--- config.mk ---
export PLATFORM = sky130hd
export DESIGN_NAME = xor_vector_sequencer
export DESIGN_NICKNAME = d
export VERILOG_FILES = /design/src/rtl/xorseq_pkg.sv /design/src/rtl/xor_vector_sequencer_sat_counter.sv /design/src/rtl/xor_vector_sequencer.sv
export SDC_FILE = /design/constraint.sdc
export NUM_CORES = 1
export LEC_CHECK = 0
export BUFFER_PORTS_ARGS = -buffer_cell sky130_fd_sc_hd__buf_2
export CAP_MARGIN = 15
export CORE_MARGIN = 2
export CORE_UTILIZATION = 45
export DETAILED_ROUTE_END_ITERATION = 6
export PLACE_DENSITY = 0.82
export SYNTH_ARGS = -nofsm -noshare
export SYNTH_HDL_FRONTEND = slang
export SYNTH_SLANG_ARGS = --single-unit
--- constraint.sdc ---
create_clock -name clk -period 1.3 [get_ports clk]
set_input_delay 0.13 -clock clk [delete_from_list [all_inputs] [get_ports clk]]
set_output_delay 0.13 -clock clk [all_outputs]
set_load 0.05 [all_outputs]
--- src/rtl/xorseq_pkg.sv ---
// Shared definitions for the XOR vector sequencer: the FSM state encoding and
// the bit positions of the {valid, A, B, expected} fields in a ROM word.
package xorseq_pkg;

    localparam int STATE_W = 3;

    typedef enum logic [STATE_W-1:0] {
        IDLE  = 3'd0,
        FETCH = 3'd1,
        WAIT  = 3'd2,
        APPLY = 3'd3,
        CHECK = 3'd4,
        DONE  = 3'd5
    } state_e;

    localparam int VLD = 3;
    localparam int A   = 2;
    localparam int B   = 1;
    localparam int EXP = 0;

endpackage

--- src/rtl/xor_vector_sequencer_sat_counter.sv ---
// Saturating up-counter with synchronous clear; it stops at all-ones and
// never wraps.
module sat_counter #(
    parameter int W = 4
) (
    input  logic         clk,
    input  logic         i_rst_n,
    input  logic         i_clr,
    input  logic         i_inc,
    output logic [W-1:0] o_q
);

    logic [W-1:0] cnt_q;
    logic [W-1:0] cnt_d;

    always_comb begin
        cnt_d = cnt_q;
        if (i_clr) begin
            cnt_d = '0;
        end else if (i_inc && (cnt_q != '1)) begin
            cnt_d = cnt_q + W'(1);
        end
    end

    always_ff @(posedge clk or negedge i_rst_n) begin
        if (!i_rst_n) begin
            cnt_q <= '0;
        end else begin
            cnt_q <= cnt_d;
        end
    end

    assign o_q = cnt_q;

endmodule

--- src/rtl/xor_vector_sequencer.sv ---
// Self-test sequencer for a 2-input XOR datapath: fetches vectors from a
// synchronous ROM, drives the DUT, checks its output and counts mismatches.
// Optional macro XORSEQ_STOP_ON_ERR_EN: stop at the first mismatch and report
// its address on o_fail_addr.
module xor_vector_sequencer
    import xorseq_pkg::*;
#(
    parameter int NUM_VECTORS = 8,
    parameter int ADDR_W      = 3,
    parameter int ERR_W       = 4
) (
    input  logic              clk,
    input  logic              i_rst_n,
    input  logic              i_start,
    output logic              o_busy,
    output logic              o_done,
    output logic              o_vec_rd,
    output logic [ADDR_W-1:0] o_vec_addr,
    input  logic [3:0]        i_vec_data,
    output logic              o_dut_a,
    output logic              o_dut_b,
    input  logic              i_dut_c,
    output logic [ADDR_W:0]   o_vec_count,
    output logic [ERR_W-1:0]  o_err_count,
    output logic              o_pass
`ifdef XORSEQ_STOP_ON_ERR_EN
    ,
    output logic [ADDR_W-1:0] o_fail_addr
`endif
);

    localparam logic [ADDR_W-1:0] LAST_ADDR = ADDR_W'(NUM_VECTORS - 1);

    state_e            state_q,   state_d;
    logic [ADDR_W-1:0] addr_q,    addr_d;
    logic [ADDR_W:0]   vec_cnt_q, vec_cnt_d;
    logic              exp_q,     exp_d;
    logic              dut_a_q,   dut_a_d;
    logic              dut_b_q,   dut_b_d;
`ifdef XORSEQ_STOP_ON_ERR_EN
    logic [ADDR_W-1:0] fail_addr_q, fail_addr_d;
`endif
    logic              start_acc;
    logic              mismatch;
    logic              err_inc;

    assign start_acc = i_start && ((state_q == IDLE) || (state_q == DONE));
    // Case inequality: an X or Z from the DUT is a failure, not a pass.
    assign mismatch  = (i_dut_c !== exp_q);

    // NOTE: every signal driven here gets a default first, so no path infers a latch.
    always_comb begin
        state_d   = state_q;
        addr_d    = addr_q;
        vec_cnt_d = vec_cnt_q;
        exp_d     = exp_q;
        dut_a_d   = dut_a_q;
        dut_b_d   = dut_b_q;
        err_inc   = 1'b0;
`ifdef XORSEQ_STOP_ON_ERR_EN
        fail_addr_d = fail_addr_q;
`endif
        case (state_q)
            IDLE, DONE: begin
                if (i_start) begin
                    addr_d    = '0;
                    vec_cnt_d = '0;
`ifdef XORSEQ_STOP_ON_ERR_EN
                    fail_addr_d = '0;
`endif
                    state_d   = FETCH;
                end
            end
            FETCH: state_d = WAIT;
            WAIT: begin
                if (!i_vec_data[VLD]) begin
                    state_d = DONE;
                end else begin
                    dut_a_d = i_vec_data[A];
                    dut_b_d = i_vec_data[B];
                    exp_d   = i_vec_data[EXP];
                    state_d = APPLY;
                end
            end
            APPLY: state_d = CHECK;
            CHECK: begin
                vec_cnt_d = vec_cnt_q + (ADDR_W + 1)'(1);
                err_inc   = mismatch;
                if (addr_q == LAST_ADDR) begin
                    state_d = DONE;
                end else begin
                    addr_d  = addr_q + ADDR_W'(1);
                    state_d = FETCH;
                end
`ifdef XORSEQ_STOP_ON_ERR_EN
                if (mismatch) begin
                    addr_d      = addr_q;
                    fail_addr_d = addr_q;
                    state_d     = DONE;
                end
`endif
            end
            default: state_d = IDLE;
        endcase
    end

    // NOTE: state registers use non-blocking assignments so each samples pre-edge values.
    always_ff @(posedge clk or negedge i_rst_n) begin
        if (!i_rst_n) begin
            state_q   <= IDLE;
            addr_q    <= '0;
            vec_cnt_q <= '0;
            exp_q     <= 1'b0;
            dut_a_q   <= 1'b0;
            dut_b_q   <= 1'b0;
`ifdef XORSEQ_STOP_ON_ERR_EN
            fail_addr_q <= '0;
`endif
        end else begin
            state_q   <= state_d;
            addr_q    <= addr_d;
            vec_cnt_q <= vec_cnt_d;
            exp_q     <= exp_d;
            dut_a_q   <= dut_a_d;
            dut_b_q   <= dut_b_d;
`ifdef XORSEQ_STOP_ON_ERR_EN
            fail_addr_q <= fail_addr_d;
`endif
        end
    end

    sat_counter #(
        .W (ERR_W)
    ) u_err_cnt (
        .clk     (clk),
        .i_rst_n (i_rst_n),
        .i_clr   (start_acc),
        .i_inc   (err_inc),
        .o_q     (o_err_count)
    );

    assign o_busy      = (state_q == FETCH) || (state_q == WAIT) ||
                         (state_q == APPLY) || (state_q == CHECK);
    assign o_done      = (state_q == DONE);
    assign o_vec_rd    = (state_q == FETCH);
    assign o_vec_addr  = addr_q;
    assign o_dut_a     = dut_a_q;
    assign o_dut_b     = dut_b_q;
    assign o_vec_count = vec_cnt_q;
    assign o_pass      = o_done && (o_err_count == '0);
`ifdef XORSEQ_STOP_ON_ERR_EN
    assign o_fail_addr = fail_addr_q;
`endif

endmodule

==> flow_summary.rst, run 1 <==
.. list-table::
   :header-rows: 1

   * - Metric
     - Value
   * - Run status
     - finished, violations left
   * - Violated checks
     - negative setup slack
   * - Inserted Diodes
     - 0
   * - Class of the tightest hold or removal check
     - primary input to flop
   * - Y dimension of the die
     - 49.5 µm
   * - Detailed placement HPWL
     - 1.60 mm
   * - Setup skew after layout
     - 0.00361 ns
   * - Number of I/O pins
     - 25
   * - Layout-stage area growth over the synthesis result
     - 68.0%
   * - Register bit count reported by yosys
     - 17
   * - Share of cells above drive strength 1
     - 62.9%
   * - Maximum clock path buffer count
     - 2
   * - I/O Buffers
     - 24
   * - Gate Count Post-Synth
     - 92
   * - Crit path launch
     - state_q[0]$_DFFE_PN0P_
   * - Most area-consuming cells after synthesis
     - sky130_fd_sc_hd__dfrtp_1, sky130_fd_sc_hd__ha_1, sky130_fd_sc_hd__o21ai_0
   * - Number of global-route vias before repair
     - 896
   * - Relative slew margins
     - 73.6%
   * - Sum of overflow across all layers after global routing
     - 0
   * - CP max FO
     - 3
   * - Final setup fails
     - 18
   * - Total Power Consumption
     - 3.90 mW
   * - H-tree level count
     - 1
   * - Nets
     - 157
   * - Unrepaired setup endpoints after global routing
     - yes
   * - Sink count of the clock tree
     - 17
   * - Critical path cell sequence
     - buf_6 > and3b_2 > and3_4 > buf_8
   * - Final Worst Setup Slack
     - -0.210 ns
   * - Synthesized area per cell
     - 10.1 µm²
   * - Number of nets produced by synthesis
     - 105
   * - Destination of the critical timing path
     - o_pass
   * - Max-slew violations
     - 0
   * - Final period demand of the worst path
     - 1.51 ns
   * - GP Congestion
     - 0.850
   * - Share of the clock period used by the worst path
     - 116%
   * - First-pass iteration count of the detailed router
     - 2
   * - Startpoint type of the worst setup path
     - flop
   * - Ratio of routed vias to standard cells
     - 5.39
   * - Length in cells of the worst reg-to-reg path
     - 6
   * - Leak pwr
     - 0.738 nW
   * - Sum of routed wire length over all layers
     - 2.70 mm
   * - Floorplan die width
     - 49.5 µm
   * - Number of DRC violations after detailed-routing iteration 0
     - 12
   * - Post-place instance area
     - 1280 µm²
   * - Crit path capture type
     - primary output
   * - Initial cell density of the core
     - 47.4%
   * - Hold Vio Cnt, Final
     - 0
   * - Power per unit of standard cell area
     - 2500 nW/µm²
   * - Worst slack after detailed placement
     - -0.101 ns
   * - Async SR Flop Fraction
     - 100%
   * - Number of antenna violations at the first check in global routing
     - 0
   * - Largest area contributor in the netlist
     - sky130_fd_sc_hd__dfrtp_1
   * - Area of the die
     - 2450 µm²
   * - All-layer global routing usage
     - 22.1%
   * - Fraction of synthesized cell area taken by the top area cell type
     - 45.8%
   * - Peak clock frequency supported by timing
     - 662 MHz
   * - Post-synthesis instance area
     - 930 µm²
   * - Floorplan core area
     - 1960 µm²
   * - Launch instance of the worst register-to-register path
     - state_q[0]$_DFFE_PN0P_
   * - Delay contributed by the slowest stage of the critical path
     - 0.43 ns
   * - Wire length of the first global-routing pass
     - 4.00 mm
   * - Data arrival, critical path
     - 1.38 ns
   * - Hold slack
     - 0.0506 ns
   * - DR WL/cell
     - 15.9 µm
   * - TritonCTS clock tree
     - done
   * - Drt drc
     - 0
   * - Required @ worst endpoint
     - 1.17 ns
   * - Cell chosen for the clock root
     - sky130_fd_sc_hd__clkbuf_4
   * - Latest clock arrival within the worst-skew pair
     - 0.30 ns
   * - Most frequent cells in the layout
     - sky130_fd_sc_hd__buf_2, sky130_fd_sc_hd__buf_4, sky130_fd_sc_hd__buf_6, sky130_fd_sc_hd__dfrtp_1
   * - Rows
     - 16
   * - Worst reg-to-reg setup slack
     - -0.21 ns
   * - Yosys warning total
     - 0
   * - Tightest Pin Transition
     - 0.396 ns
   * - Finished Cell Area
     - 1560 µm²
   * - Number of fillers in the final layout
     - 123
   * - TNS Setup
     - -2.43 ns
   * - Worst-path clk slew
     - 0.11 ns
   * - Via count
     - 916
   * - Count of flip-flops with a built-in enable after synthesis
     - 0
   * - Hold Crit Depth
     - 2
   * - Slowest stage cell on the critical path
     - sky130_fd_sc_hd__dfrtp_1
   * - Number of CTS-inserted buffers
     - 3
   * - Final ANT Viol Nets
     - 0
   * - Most common library cell in the layout ignoring fill and taps
     - sky130_fd_sc_hd__buf_2
   * - Category of the critical setup timing path
     - flop to primary output
   * - Largest net degree at the start of global routing
     - 18
   * - Sequential element share of the synthesized area
     - 45.8%
   * - Top_reg_cell synth
     - sky130_fd_sc_hd__dfrtp_1
   * - Count of unique library cells instantiated by Yosys
     - 31
   * - Reported max-cap violation count
     - 0
   * - Highest ir drop seen on vdd
     - 1.82 mV
   * - Reg2reg end
     - o_vec_addr[0]$_DFFE_PN0P_
## repair_timing
item,in CTS,in global routing
hold buffers,1,0
pin swaps,9,5
endpoints found under the setup margin,14,18
endpoints found under the hold margin,17,0
buffers inserted,6,3
gates resized for setup,29,20
gates cloned,0,0
## where the power goes
group / total [mW] / switching, mW / internal, mW
clock: 0.307 / 0.189 / 0.117
sequential: 0.902 / 0.184 / 0.718
combinational: 2.69 / 1.50 / 1.19
## flip-flops by register name, indices dropped and copies added (netlist names)
| signal | flops |
|---|---|
| u_err_cnt.o_q | 4 |
| o_vec_addr | 3 |
| o_dut_a | 1 |
| state_q | 3 |
| o_vec_count | 4 |
| o_dut_b | 1 |
| exp_q | 1 |
## critical path: cells and delay by family, from the launching register on
| family | cells | cell delay (ns) |
|---|---|---|
| and+or+nand+nor | 2 | 0.37 |
| DFF | 1 | 0.43 |
| buffers and inverters | 2 | 0.27 |
## how the worst min path moves through the flow
| stage | from | end | slack, ns |
|---|---|---|---|
| floorplan | i_rst_n | exp_q$_DFFE_PN0P_ | -0.17 |
| global placement | i_rst_n | o_vec_count[3]$_DFFE_PN0P_ | 0.07 |
| detailed placement | i_rst_n | o_vec_count[3]$_DFFE_PN0P_ | 0.07 |
| CTS | i_vec_data[2] | o_dut_a$_DFFE_PN0P_ | 0.05 |
| global route | i_vec_data[2] | o_dut_a$_DFFE_PN0P_ | 0.04 |
| finish | i_vec_data[2] | o_dut_a$_DFFE_PN0P_ | 0.05 |
## cell families after synthesis
kind of cell | after synthesis | synth area share, %
buf+inv | 11 | 4.98
mux | 8 | 9.02
compound gates | 19 | 11.7
simple gates | 28 | 18.0
flops | 17 | 45.8
xor+xnor | 4 | 3.77
fa+ha+maj | 5 | 6.73
## synth_stat cells (2+ instances only)
library cell and number:
sky130_fd_sc_hd__nand3_1 3, sky130_fd_sc_hd__nand4_1 2, sky130_fd_sc_hd__nand2b_1 2, sky130_fd_sc_hd__mux2i_1 5
sky130_fd_sc_hd__dfrtp_1 17, sky130_fd_sc_hd__nor2_1 5, sky130_fd_sc_hd__nor4b_1 2, sky130_fd_sc_hd__mux2_2 3
sky130_fd_sc_hd__o21ai_0 11, sky130_fd_sc_hd__nand2_1 5, sky130_fd_sc_hd__a22oi_1 2, sky130_fd_sc_hd__xor2_1 3
sky130_fd_sc_hd__inv_1 7, sky130_fd_sc_hd__clkbuf_1 2, sky130_fd_sc_hd__o22ai_1 2, sky130_fd_sc_hd__and3_1 2
sky130_fd_sc_hd__ha_1 5
## per-layer routing
metal,GRT usage [%],share of wire (%)
met1,25.4,42
met2,39.6,51
met5,0,0
met3,2.73,2.4
met4,12.0,4.5
## layout make-up
class	instances	area [µm²]	share of cell area [%]
clock buffers	3	22.5	1.44
repair buffers	51	395	25.3
clock inverters	1	7.51	0.481
flip-flops and latches	17	434	27.8
well taps	27	33.8	2.16
inverters	7	26.3	1.68
multi-input cells	64	642	41.1
## per-stage QoR
stage / cells / util (%)
2_1_floorplan: 92 / -
3_3_place_gp: 156 / 65.2
3_5_place_dp: 156 / 65.2
4_1_cts: 167 / 74.4
5_1_grt: 170 / 79.6
6_report: 170 / 79.6
(Power assumes the default switching activity.)
==> run 2, diff against run 1 <==
- CORE_UTILIZATION: 45 -> 46
- PLACE_DENSITY: 0.82 -> 0.83
- SYNTH_HIERARCHICAL: not set -> 1
==> flow_summary.rst, run 2 <==
.. list-table::
   :header-rows: 1

   * - Metric
     - Value
   * - Floorplan core area
     - 1960 µm²
   * - XOR/XNOR Fraction of Synth Area
     - 3.66%
   * - Max-slew violations
     - 0
   * - Tightest Pin Transition
     - 0.390 ns
   * - Most common library cell in the layout ignoring fill and taps
     - sky130_fd_sc_hd__buf_2
   * - DR WL/cell
     - 17.3 µm
   * - Hold slack
     - 0.0417 ns
   * - I/O Buffers
     - 24
   * - Rows
     - 16
   * - Async SR Flop Fraction
     - 100%
   * - Most common library cells after synthesis
     - sky130_fd_sc_hd__dfrtp_1, sky130_fd_sc_hd__nor2_1, sky130_fd_sc_hd__nor3_1
   * - Met1 usage in global routing
     - 24.5%
   * - GP Congestion
     - 0.789
   * - Largest area contributor in the netlist
     - sky130_fd_sc_hd__dfrtp_1
   * - Startpoint type of the worst setup path
     - flop
   * - Final ANT Viol Nets
     - 0
   * - Power per unit of standard cell area
     - 2480 nW/µm²
   * - Final setup fails
     - 19
   * - Setup skew after layout
     - 0.00712 ns
   * - Drt drc
     - 0
   * - Share of the clock period used by the worst path
     - 133%
   * - Inserted Diodes
     - 0
   * - Reported max-cap violation count
     - 0
   * - Initial cell density of the core
     - 48.9%
   * - Cell chosen for the clock root
     - sky130_fd_sc_hd__clkbuf_4
   * - Adder-Cell Fraction of Synth Area
     - 5.22%
   * - Sequential element share of the synthesized area
     - 44.4%
   * - Synthesized-area fraction occupied by ao, oa, aoi and oai cells
     - 10.2%
   * - Footprint of the multi-input gates
     - 703 µm²
   * - Number of global-route vias before repair
     - 950
   * - Mux share of post-synthesis cell area
     - 8.75%
   * - Post-place instance area
     - 1350 µm²
   * - Largest net degree at the start of global routing
     - 18
   * - Number of CTS-inserted buffers
     - 3
   * - Number of antenna violations at the first check in global routing
     - 0
   * - Number of DRC violations after detailed-routing iteration 0
     - 9
   * - Sink count of the clock tree
     - 17
   * - Crit path capture type
     - flop
   * - TritonCTS clock tree
     - done
   * - H-tree level count
     - 1
   * - Peak clock frequency supported by timing
     - 578 MHz
   * - Slowest stage cell on the critical path
     - sky130_fd_sc_hd__dfrtp_1
   * - Critical path cell sequence
     - buf_4 > or3b_4 > nor2_4 > nand4_1 > o21ai_0 > a21oi_2
   * - Hold Vio Cnt, Final
     - 0
   * - Sum of routed wire length over all layers
     - 2.98 mm
   * - Relative slew margins
     - 74.0%
   * - Run status
     - finished, violations left
   * - Ratio of routed vias to standard cells
     - 5.48
   * - Category of the critical setup timing path
     - flop to flop
   * - Layout-stage area growth over the synthesis result
     - 74.4%
   * - Detailed placement HPWL
     - 1.66 mm
   * - Violated checks
     - negative setup slack
   * - Via count
     - 942
   * - Finished Cell Area
     - 1670 µm²
   * - Number of nets produced by synthesis
     - 101
   * - Y dimension of the die
     - 49.6 µm
   * - Most area-consuming cells after synthesis
     - sky130_fd_sc_hd__dfrtp_1, sky130_fd_sc_hd__ha_1, sky130_fd_sc_hd__o2bb2ai_1
   * - Met3 Resource Use GR
     - 3.64%
   * - Maximum clock path buffer count
     - 2
   * - Post-layout util
     - 85.2%
   * - Busiest grt layer
     - met2
   * - Latest clock arrival within the worst-skew pair
     - 0.31 ns
   * - Area of the die
     - 2460 µm²
   * - Nets
     - 158
   * - Top_reg_cell synth
     - sky130_fd_sc_hd__dfrtp_1
   * - Final Worst Setup Slack
     - -0.430 ns
   * - Synthesized area per cell
     - 10.8 µm²
   * - Largest family of logic cells by synthesized area
     - simple AND/OR/NAND/NOR gates
   * - Number of fillers in the final layout
     - 116
   * - Share of cells above drive strength 1
     - 70.3%
   * - Required @ worst endpoint
     - 1.49 ns
   * - Data arrival, critical path
     - 1.92 ns
   * - Sum of overflow across all layers after global routing
     - 0
   * - Count of flip-flops with a built-in enable after synthesis
     - 0
   * - CP Buf/Inv Count
     - 1
   * - Worst-path clk slew
     - 0.11 ns
   * - CP max FO
     - 4
   * - Register bit count reported by yosys
     - 17
   * - Delay contributed by the slowest stage of the critical path
     - 0.40 ns
   * - Fraction of synthesized cell area taken by the top area cell type
     - 44.4%
   * - Area taken by flip-flops and latches
     - 432 µm²
   * - Unrepaired setup endpoints after global routing
     - yes
   * - Final period demand of the worst path
     - 1.73 ns
   * - Worst slack after detailed placement
     - -0.204 ns
   * - Area fraction in and, or, nand and nor cells after synthesis
     - 23.8%
   * - Gate Count Post-Synth
     - 89
   * - Yosys warning total
     - 6
   * - Worst path top cell family by delay
     - simple AND/OR/NAND/NOR gates
   * - First-pass iteration count of the detailed router
     - 4
   * - Highest ir drop seen on vdd
     - 2.41 mV
   * - Floorplan die width
     - 49.6 µm
   * - Count of unique library cells instantiated by Yosys
     - 34
   * - Wire length of the first global-routing pass
     - 4.20 mm
   * - Total Power Consumption
     - 4.14 mW
   * - Most frequent cells in the layout
     - sky130_fd_sc_hd__buf_2, sky130_fd_sc_hd__buf_6, sky130_fd_sc_hd__buf_4, sky130_fd_sc_hd__dfrtp_1
   * - All-layer global routing usage
     - 22.4%
   * - Leak pwr
     - 0.767 nW
   * - Post-synthesis instance area
     - 958 µm²
   * - Most frequent cell after synthesis
     - sky130_fd_sc_hd__dfrtp_1
   * - Grt met2 use
     - 42.9%
   * - Number of I/O pins
     - 25
   * - Class of the tightest hold or removal check
     - primary input to flop
## run 2: cell type report
| type | count | area share (%) |
|---|---|---|
| multi-input combinational | 66 | 42.1 |
| timing repair buffer | 55 | 27.6 |
| sequential | 17 | 25.8 |
| tap | 27 | 2.02 |
| clock buffer | 4 | 1.57 |
| inverter | 3 | 0.898 |
## run 2: report_power, final
group | internal [mW] | total (mW) | leakage [nW] | switching (mW)
clock | 0.120 | 0.309 | 0.0150 | 0.189
combinational | 1.45 | 3.01 | 0.535 | 1.56
sequential | 0.686 | 0.826 | 0.217 | 0.140
## run 2: metrics by stage
step	setup TNS [ns]	instances
4_1_cts	-2.71	168
5_1_grt	-4.68	172
3_5_place_dp	-1.57	156
3_3_place_gp	-0.997	156
6_report	-3.80	172
2_1_floorplan	-1.35	89
## run 2: kinds of logic (layout without fill, tap and decap cells)
group,count (synthesis),count (layout)
muxes,7,7
xor gates and xnor gates,4,4
buffers and inverters,6,62
and+or+nand+nor,37,37
adders and majority gates,4,4
AOI/OAI and AO/OA,14,14
DFF,17,17
## run 2: what timing repair did
item	in CTS	in global routing
resized for setup	27	20
hold buffers	1	0
hold endpoints to repair	17	0
endpoints found under the setup margin	19	19
pin swaps	14	11
cloned	0	0
setup buffers	7	5
## run 2: per-layer routing
metal / vias to the layer above / routed length, µm
met2: 41 / 1570
met4: 0 / 87
met5: - / 0
li1: 426 / -
met1: 465 / 1150
met3: 10 / 169
## run 2: final timing paths
kind	from	slack, ns	cells after the start	endpoint
worst max-delay path	state_q[0]$_DFFE_PN0P_	-0.43	6	u_err_cnt/o_q[3]$_DFFE_PN0P_
worst min-delay path	i_vec_data[2]	0.04	2	o_dut_a$_DFFE_PN0P_
worst max register to register	state_q[0]$_DFFE_PN0P_	-0.43	6	u_err_cnt/o_q[3]$_DFFE_PN0P_
worst min register to register	o_dut_a$_DFFE_PN0P_	0.52	1	o_dut_a$_DFFE_PN0P_
max in group asynchronous	i_rst_n	0.74	2	u_err_cnt/o_q[3]$_DFFE_PN0P_
min in group asynchronous	i_rst_n	0.26	2	o_vec_count[2]$_DFFE_PN0P_
## run 2: worst reg2reg max path, cell delays in order, from the launching register on
cell and delay (ns):
sky130_fd_sc_hd__dfrtp_1 0.40, sky130_fd_sc_hd__buf_4 0.13, sky130_fd_sc_hd__or3b_4 0.39, sky130_fd_sc_hd__nor2_4 0.15, sky130_fd_sc_hd__nand4_1 0.14, sky130_fd_sc_hd__o21ai_0 0.30, sky130_fd_sc_hd__a21oi_2 0.09
